`src/rtl/perf_pkg.sv`:
```
// rtl/perf_pkg.sv - shared widths, channel indices and helpers for the perf counter bank
package perf_pkg;

    localparam int CNT_W_DEF = 16;
    localparam int N_CNT_DEF = 7;

    localparam int CNT_CTRL  = 0;
    localparam int CNT_ALU   = 1;
    localparam int CNT_INST  = 2;
    localparam int CNT_CYCLE = 3;
    localparam int CNT_STALL = 4;
    localparam int CNT_LOAD  = 5;
    localparam int CNT_STORE = 6;

    // Read index width; a single-channel bank still needs a 1-bit index
    function automatic int idx_width(input int n);
        return (n > 1) ? $clog2(n) : 1;
    endfunction

endpackage

```
`src/rtl/perf_counter_bank_if.sv`:
```
// rtl/perf_counter_bank_if.sv - read request/response bus of the perf counter bank
interface perf_counter_bank_if #(
    parameter int N_CNT = perf_pkg::N_CNT_DEF,
    parameter int CNT_W = perf_pkg::CNT_W_DEF
);
    localparam int IDX_W = perf_pkg::idx_width(N_CNT);

    logic             rd_en;
    logic [IDX_W-1:0] rd_idx;
    logic             rd_valid;
    logic [CNT_W-1:0] rd_data;
    logic             rd_ovf;

    modport master (output rd_en, output rd_idx, input rd_valid, input rd_data, input rd_ovf);
    modport slave  (input rd_en, input rd_idx, output rd_valid, output rd_data, output rd_ovf);

endinterface

```
`src/rtl/perf_counter_cell.sv`:
```
// rtl/perf_counter_cell.sv - one event counter with clear/freeze, wrap or saturate, sticky overflow
module perf_counter_cell
    import perf_pkg::*;
#(
    parameter int CNT_W    = CNT_W_DEF,
    parameter int SATURATE = 0
) (
    input  logic             clk,
    input  logic             reset,
    input  logic             i_inc,
    input  logic             i_freeze,
    input  logic             i_clr,
    output logic [CNT_W-1:0] o_cnt,
    output logic             o_ovf
);

    logic [CNT_W-1:0] r_cnt;
    logic             r_ovf;

    always_ff @(posedge clk or negedge reset) begin
        if (!reset) begin
            r_cnt <= '0;
            r_ovf <= 1'b0;
        end else if (i_clr) begin
            r_cnt <= '0;
            r_ovf <= 1'b0;
        end else if (i_inc && !i_freeze) begin
            if (&r_cnt) begin
                // At all-ones: flag the overflow, then either wrap or pin the value
                r_ovf <= 1'b1;
                if (SATURATE == 0) begin
                    r_cnt <= '0;
                end
            end else begin
                r_cnt <= r_cnt + 1'b1;
            end
        end
    end

    assign o_cnt = r_cnt;
    assign o_ovf = r_ovf;

endmodule

```
`src/rtl/perf_counter_bank.sv`:
```
// rtl/perf_counter_bank.sv - bank of N_CNT event counters with 1-cycle read port; PERF_SNAPSHOT_EN adds shadow snapshots
module perf_counter_bank
    import perf_pkg::*;
#(
    parameter int N_CNT    = N_CNT_DEF,
    parameter int CNT_W    = CNT_W_DEF,
    parameter int SATURATE = 0
) (
    input  logic               clk,
    input  logic               reset,
    input  logic [N_CNT-1:0]   inc,
    input  logic               freeze,
    input  logic               clr,
    input  logic               snap,
    output logic [N_CNT-1:0]   ovf,
    perf_counter_bank_if.slave rd_bus
);

    localparam int IDX_W = idx_width(N_CNT);

    logic [CNT_W-1:0] w_cnt [N_CNT];
    logic [CNT_W-1:0] w_src [N_CNT];
    logic [CNT_W-1:0] w_sel_data;
    logic             w_sel_ovf;

    logic             r_rd_valid;
    logic [CNT_W-1:0] r_rd_data;
    logic             r_rd_ovf;

    for (genvar g = 0; g < N_CNT; g++) begin : g_cell
        perf_counter_cell #(
            .CNT_W    (CNT_W),
            .SATURATE (SATURATE)
        ) u_cell (
            .clk      (clk),
            .reset    (reset),
            .i_inc    (inc[g]),
            .i_freeze (freeze),
            .i_clr    (clr),
            .o_cnt    (w_cnt[g]),
            .o_ovf    (ovf[g])
        );
    end

`ifdef PERF_SNAPSHOT_EN
    logic [CNT_W-1:0] r_shadow [N_CNT];

    // Captures pre-update values, so a same-cycle clr still leaves the old counts here
    always_ff @(posedge clk or negedge reset) begin
        if (!reset) begin
            for (int i = 0; i < N_CNT; i++) begin
                r_shadow[i] <= '0;
            end
        end else if (snap) begin
            r_shadow <= w_cnt;
        end
    end

    assign w_src = r_shadow;
`else
    logic w_unused_snap;

    assign w_unused_snap = snap;
    assign w_src         = w_cnt;
`endif

    // Indices with no matching channel fall through to zero data and a clear flag
    always_comb begin
        w_sel_data = '0;
        w_sel_ovf  = 1'b0;
        for (int i = 0; i < N_CNT; i++) begin
            if (rd_bus.rd_idx == IDX_W'(i)) begin
                w_sel_data = w_src[i];
                w_sel_ovf  = ovf[i];
            end
        end
    end

    always_ff @(posedge clk or negedge reset) begin
        if (!reset) begin
            r_rd_valid <= 1'b0;
            r_rd_data  <= '0;
            r_rd_ovf   <= 1'b0;
        end else begin
            r_rd_valid <= rd_bus.rd_en;
            if (rd_bus.rd_en) begin
                r_rd_data <= w_sel_data;
                r_rd_ovf  <= w_sel_ovf;
            end
        end
    end

    assign rd_bus.rd_valid = r_rd_valid;
    assign rd_bus.rd_data  = r_rd_data;
    assign rd_bus.rd_ovf   = r_rd_ovf;

endmodule

```
`src/flat_wrapper.sv`:
```
// flat-port wrapper written by rule: the top's interface ports become plain ports
module perf_counter_bank_flat import perf_pkg::*;
#(
    parameter int N_CNT    = N_CNT_DEF,
    parameter int CNT_W    = CNT_W_DEF,
    parameter int SATURATE = 0
)
  (clk, reset, inc, freeze, clr, snap, ovf, rd_bus_rd_en, rd_bus_rd_idx, rd_bus_rd_valid, rd_bus_rd_data, rd_bus_rd_ovf);
  perf_counter_bank_if #(.N_CNT(N_CNT), .CNT_W(CNT_W)) rd_bus_i ();
  input  logic clk;
  input  logic reset;
  input  logic [N_CNT-1:0] inc;
  input  logic freeze;
  input  logic clr;
  input  logic snap;
  output logic [N_CNT-1:0] ovf;
  input wire logic [$bits(rd_bus_i.rd_en)-1:0] rd_bus_rd_en;
  input wire logic [$bits(rd_bus_i.rd_idx)-1:0] rd_bus_rd_idx;
  output wire logic [$bits(rd_bus_i.rd_valid)-1:0] rd_bus_rd_valid;
  output wire logic [$bits(rd_bus_i.rd_data)-1:0] rd_bus_rd_data;
  output wire logic [$bits(rd_bus_i.rd_ovf)-1:0] rd_bus_rd_ovf;
  assign rd_bus_i.rd_en = rd_bus_rd_en;
  assign rd_bus_i.rd_idx = rd_bus_rd_idx;
  assign rd_bus_rd_valid = rd_bus_i.rd_valid;
  assign rd_bus_rd_data = rd_bus_i.rd_data;
  assign rd_bus_rd_ovf = rd_bus_i.rd_ovf;
  perf_counter_bank #(.N_CNT(N_CNT), .CNT_W(CNT_W), .SATURATE(SATURATE)) u_core (.clk(clk), .reset(reset), .inc(inc), .freeze(freeze), .clr(clr), .snap(snap), .ovf(ovf), .rd_bus(rd_bus_i));
endmodule
```
`config.mk`:
```
export PLATFORM = sky130hd
export DESIGN_NAME = perf_counter_bank_flat
export DESIGN_NICKNAME = d
export VERILOG_FILES = /design/src/rtl/perf_pkg.sv /design/src/rtl/perf_counter_bank_if.sv /design/src/rtl/perf_counter_cell.sv /design/src/rtl/perf_counter_bank.sv /design/src/flat_wrapper.sv
export SDC_FILE = /design/constraint.sdc
export NUM_CORES = 1
export LEC_CHECK = 0
export ABC_AREA = 1
export BUFFER_PORTS_ARGS = -buffer_cell sky130_fd_sc_hd__buf_2
export CORE_UTILIZATION = 40
export CTS_CLUSTER_SIZE = 30
export DETAILED_ROUTE_END_ITERATION = 8
export GPL_TIMING_DRIVEN = 0
export PLACE_DENSITY_LB_ADDON = 0.05
export SETUP_SLACK_MARGIN = 0.5
export SLEW_MARGIN = 10
export SYNTH_ARGS = -nofsm -noshare
export SYNTH_HDL_FRONTEND = slang
export SYNTH_SLANG_ARGS = --single-unit
```
`constraint.sdc`:
```
create_clock -name clk -period 3.8 [get_ports clk]
set_input_delay 0.95 -clock clk [delete_from_list [all_inputs] [get_ports clk]]
set_output_delay 0.95 -clock clk [all_outputs]
set_load 0.03 [all_outputs]
```
==> impl_metrics.env <==
export IMPL_status="complete, no violations"
export IMPL_fin_nets=1362
export IMPL_gp_congestion=0.8732
export IMPL_crit_arrival_ns=2.54
export IMPL_final_common_cell="nand2_1"
export IMPL_drc=0
export IMPL_dr_pass1_iters=5
export IMPL_hold_buffers=0
export IMPL_die_w_um=148.1
export IMPL_leakage_nw=4.483
export IMPL_syn_inst=1282
export IMPL_postCtsResizedCells=0
export IMPL_dr_max_layer_used="met4"
export IMPL_cts_sinks=137
export IMPL_clkPwrFrac=0.465
export IMPL_reg2regPathDepth=6
export IMPL_rows=53
export IMPL_p_total_mw=3.621
export IMPL_slew_headroom=0.3879
export IMPL_final_cell_mix="nand2_1, nor2_1, inv_1"
export IMPL_path_cells="buf_2 -> buf_2 -> buf_1 -> o21ai_0"
export IMPL_reg2reg_from="u_core.g_cell[2].u_cell.o_cnt[1]"
export IMPL_syn_area_um2=8539
export IMPL_ys_ff_latch=137
export IMPL_p_per_area_nw_per_um2=373.5
export IMPL_cp_start_kind="input port"
export IMPL_p_sw_uw=990.1
export IMPL_finalSetupViolCount=0
export IMPL_cts_setup_buffers=0
export IMPL_io_pins=41
export IMPL_cts_root_buffer="clkbuf_16"
export IMPL_syn_num_nets=1305
export IMPL_syn_to_final_growth_pct=13.54
export IMPL_cp_num_buf_inv=3
export IMPL_synthDistinctLibCells=36
export IMPL_post_dp_hpwl_um=19640
export IMPL_die_area_um2=21940
export IMPL_finalHoldViolations=0
export IMPL_worst_ep_required_time_ns=4.07
export IMPL_vias=8110
export IMPL_crit_top_cell="buf_2"
export IMPL_cp_end_kind="register"
export IMPL_seqCellArea_um2=3428
export IMPL_initial_core_util=0.4075
export IMPL_seq_area_frac_synth=0.4015
export IMPL_swShare=0.2734
export IMPL_htree_num_levels=4
export IMPL_cts_buffers=17
export IMPL_maxSlewViolCount=0
export IMPL_antenna_found_initial=0
export IMPL_syn_avg_cell_area_um2=6.661
export IMPL_crit_family="buffers and inverters"
export IMPL_portBuffers=37
export IMPL_grt_overflow=0
export IMPL_cellInternalPower_mw=2.631
export IMPL_place_inst=1595
export IMPL_r2r_slack_ns=1.85
export IMPL_max_cap_viol_count=0
export IMPL_die_y_um=148.1
export IMPL_detail_route_antenna_nets=0
export IMPL_worst_slew_pin_slew_ns=0.9182
export IMPL_ir_worst_vdd_mv=0.2403
export IMPL_drive_gt1_frac=0.08438
export IMPL_hold_path_class="input port to asynchronous set/reset pin"
export IMPL_grt_usage=0.2463
export IMPL_max_stage_delay_ns=0.74
export IMPL_fin_crit_ns=2.276
export IMPL_clk_path_buf_depth=2
export IMPL_fin_skew_ns=0.007991
export IMPL_avgRoutedWirePerCell_um=15.85
export IMPL_grt_max_degree=73
export IMPL_grt_pass1_wl_um=41170
export IMPL_fin_crit_sh=0.5989
export IMPL_drt_wl_total_um=25770
export IMPL_cts_tree="yes"
export IMPL_cts_clk_slew_worst_paths_ns=0.06
export IMPL_worstSkewPairLatency_ns=0.43
export IMPL_final_cells=1626
export IMPL_pwr_share_seq=0.432
export IMPL_critical_path_max_fanout=10
export IMPL_worstSetupPathType="input port to register"
export IMPL_multi_input_area_um2=4287
export IMPL_critPathSlowestCell="buf_1"
export IMPL_antennaDiodeCount=0
export IMPL_core_um2=20960
export IMPL_fillers=2277
export IMPL_crit_cells=4
export IMPL_rr_endpoint="u_core.g_cell[2].u_cell.o_cnt[10]"
export IMPL_drtIter0Drc=587
export IMPL_wl_met3_um=1100
export IMPL_grt_pass1_vias=7427
export IMPL_rsz0062_at_grt="no"
export IMPL_wl_met1_um=13060
export IMPL_routed_wl_met2_um=11300
export IMPL_yosysWarnings=0
export IMPL_viasPerCell=4.988
export IMPL_comb_power_share=0.103
export IMPL_fmax_ghz=0.4394
==> stage by stage <==
step | setup TNS [ns] | utilization | setup slack [ns] | instance area (µm²) | hold slack (ns)
after floorplan | 0 | - | 1.805 | 8539 | 0.4711
after global placement | -41.43 | 0.4328 | -0.3173 | 9069 | 0.4603
after detailed placement | 0 | 0.4346 | 1.184 | 9106 | 0.4616
after CTS | 0 | 0.4627 | 1.629 | 9696 | 0.4775
after global routing | 0 | 0.4627 | 1.521 | 9696 | 0.4979
final | 0 | 0.4627 | 1.524 | 9696 | 0.4629
==> synth_stat cells, drive strengths merged <==
| cell type | number | area share |
|---|---|---|
| nand3 | 74 | 0.044 |
| nand4 | 45 | 0.033 |
| xor2 | 23 | 0.024 |
| o21ai | 64 | 0.038 |
| a31oi | 1 | 0.00073 |
| ha | 7 | 0.010 |
| inv | 168 | 0.074 |
| and3 | 1 | 0.00073 |
| a21o | 1 | 0.00088 |
| o22ai | 5 | 0.0037 |
| a21oi | 44 | 0.026 |
| o2111ai | 1 | 0.0010 |
| nor3 | 42 | 0.032 |
| xnor2 | 3 | 0.0031 |
| clkinv | 1 | 0.00044 |
| mux2i | 1 | 0.0012 |
| nor2 | 238 | 0.11 |
| o21bai | 4 | 0.0035 |
| nor3b | 2 | 0.0018 |
| dfrtp | 137 | 0.40 |
| nand2 | 388 | 0.17 |
| nand3b | 1 | 0.00088 |
| clkbuf | 7 | 0.0031 |
| buf | 24 | 0.019 |
==> kinds of logic after synthesis <==
family,count (synthesis),synth area share
flip-flops,137,0.4015
multiplexers,1,0.001172
XOR/XNOR,26,0.02667
adder cells (fa/ha/maj),7,0.01026
AND/OR/NAND/NOR,791,0.3903
AO/OA/AOI/OAI,120,0.07355
buffers and inverters,200,0.09656
==> worst max-delay path by stage <==
stage,start,endpoint,slack (ns)
5_1_grt,clr,u_core.g_cell[6].u_cell.o_cnt[13],1.52
3_3_place_gp,reset,u_core.g_cell[3].u_cell.o_cnt[10],-0.32
6_report,clr,u_core.g_cell[3].u_cell.o_ovf,1.52
3_5_place_dp,clr,u_core.g_cell[3].u_cell.o_ovf,1.18
4_1_cts,clr,u_core.g_cell[3].u_cell.o_ovf,1.63
2_1_floorplan,rd_bus_rd_idx[1],u_core.rd_bus.rd_data[11],1.80
==> power by group through the flow <==
stage / Clock [mW] / Sequential, mW / Combinational [mW]
2_1_floorplan: 0 / 1.60 / 0.208
6_report: 1.68 / 1.56 / 0.373
4_1_cts: 1.72 / 1.56 / 0.374
3_3_place_gp: 0 / 1.59 / 0.365
3_5_place_dp: 0 / 1.59 / 0.372
5_1_grt: 1.78 / 1.57 / 0.417
==> routing by layer <==
metal / vias up / GRT usage
met3: 19 / 0.04479
li1: 4153 / -
met4: 0 / 0.05979
met5: - / 0
met2: 174 / 0.3674
met1: 3764 / 0.3660
==> cell type report <==
type	instances	area share
multi-input combinational	945	0.4421
sequential	137	0.3536
inverter	169	0.06543
clock buffer	21	0.04852
tap	275	0.03549
timing repair buffer	38	0.02297
buffer	31	0.01962
clock inverter	10	0.01226
==> flip-flops by register name, indices dropped and copies added (netlist names) <==
register / cells
u_core.g_cell.u_cell.o_cnt: 112
u_core.rd_bus.rd_data: 16
u_core.rd_bus.rd_ovf: 1
u_core.rd_bus.rd_valid: 1
u_core.g_cell.u_cell.o_ovf: 7
(Power assumes the default switching activity.)
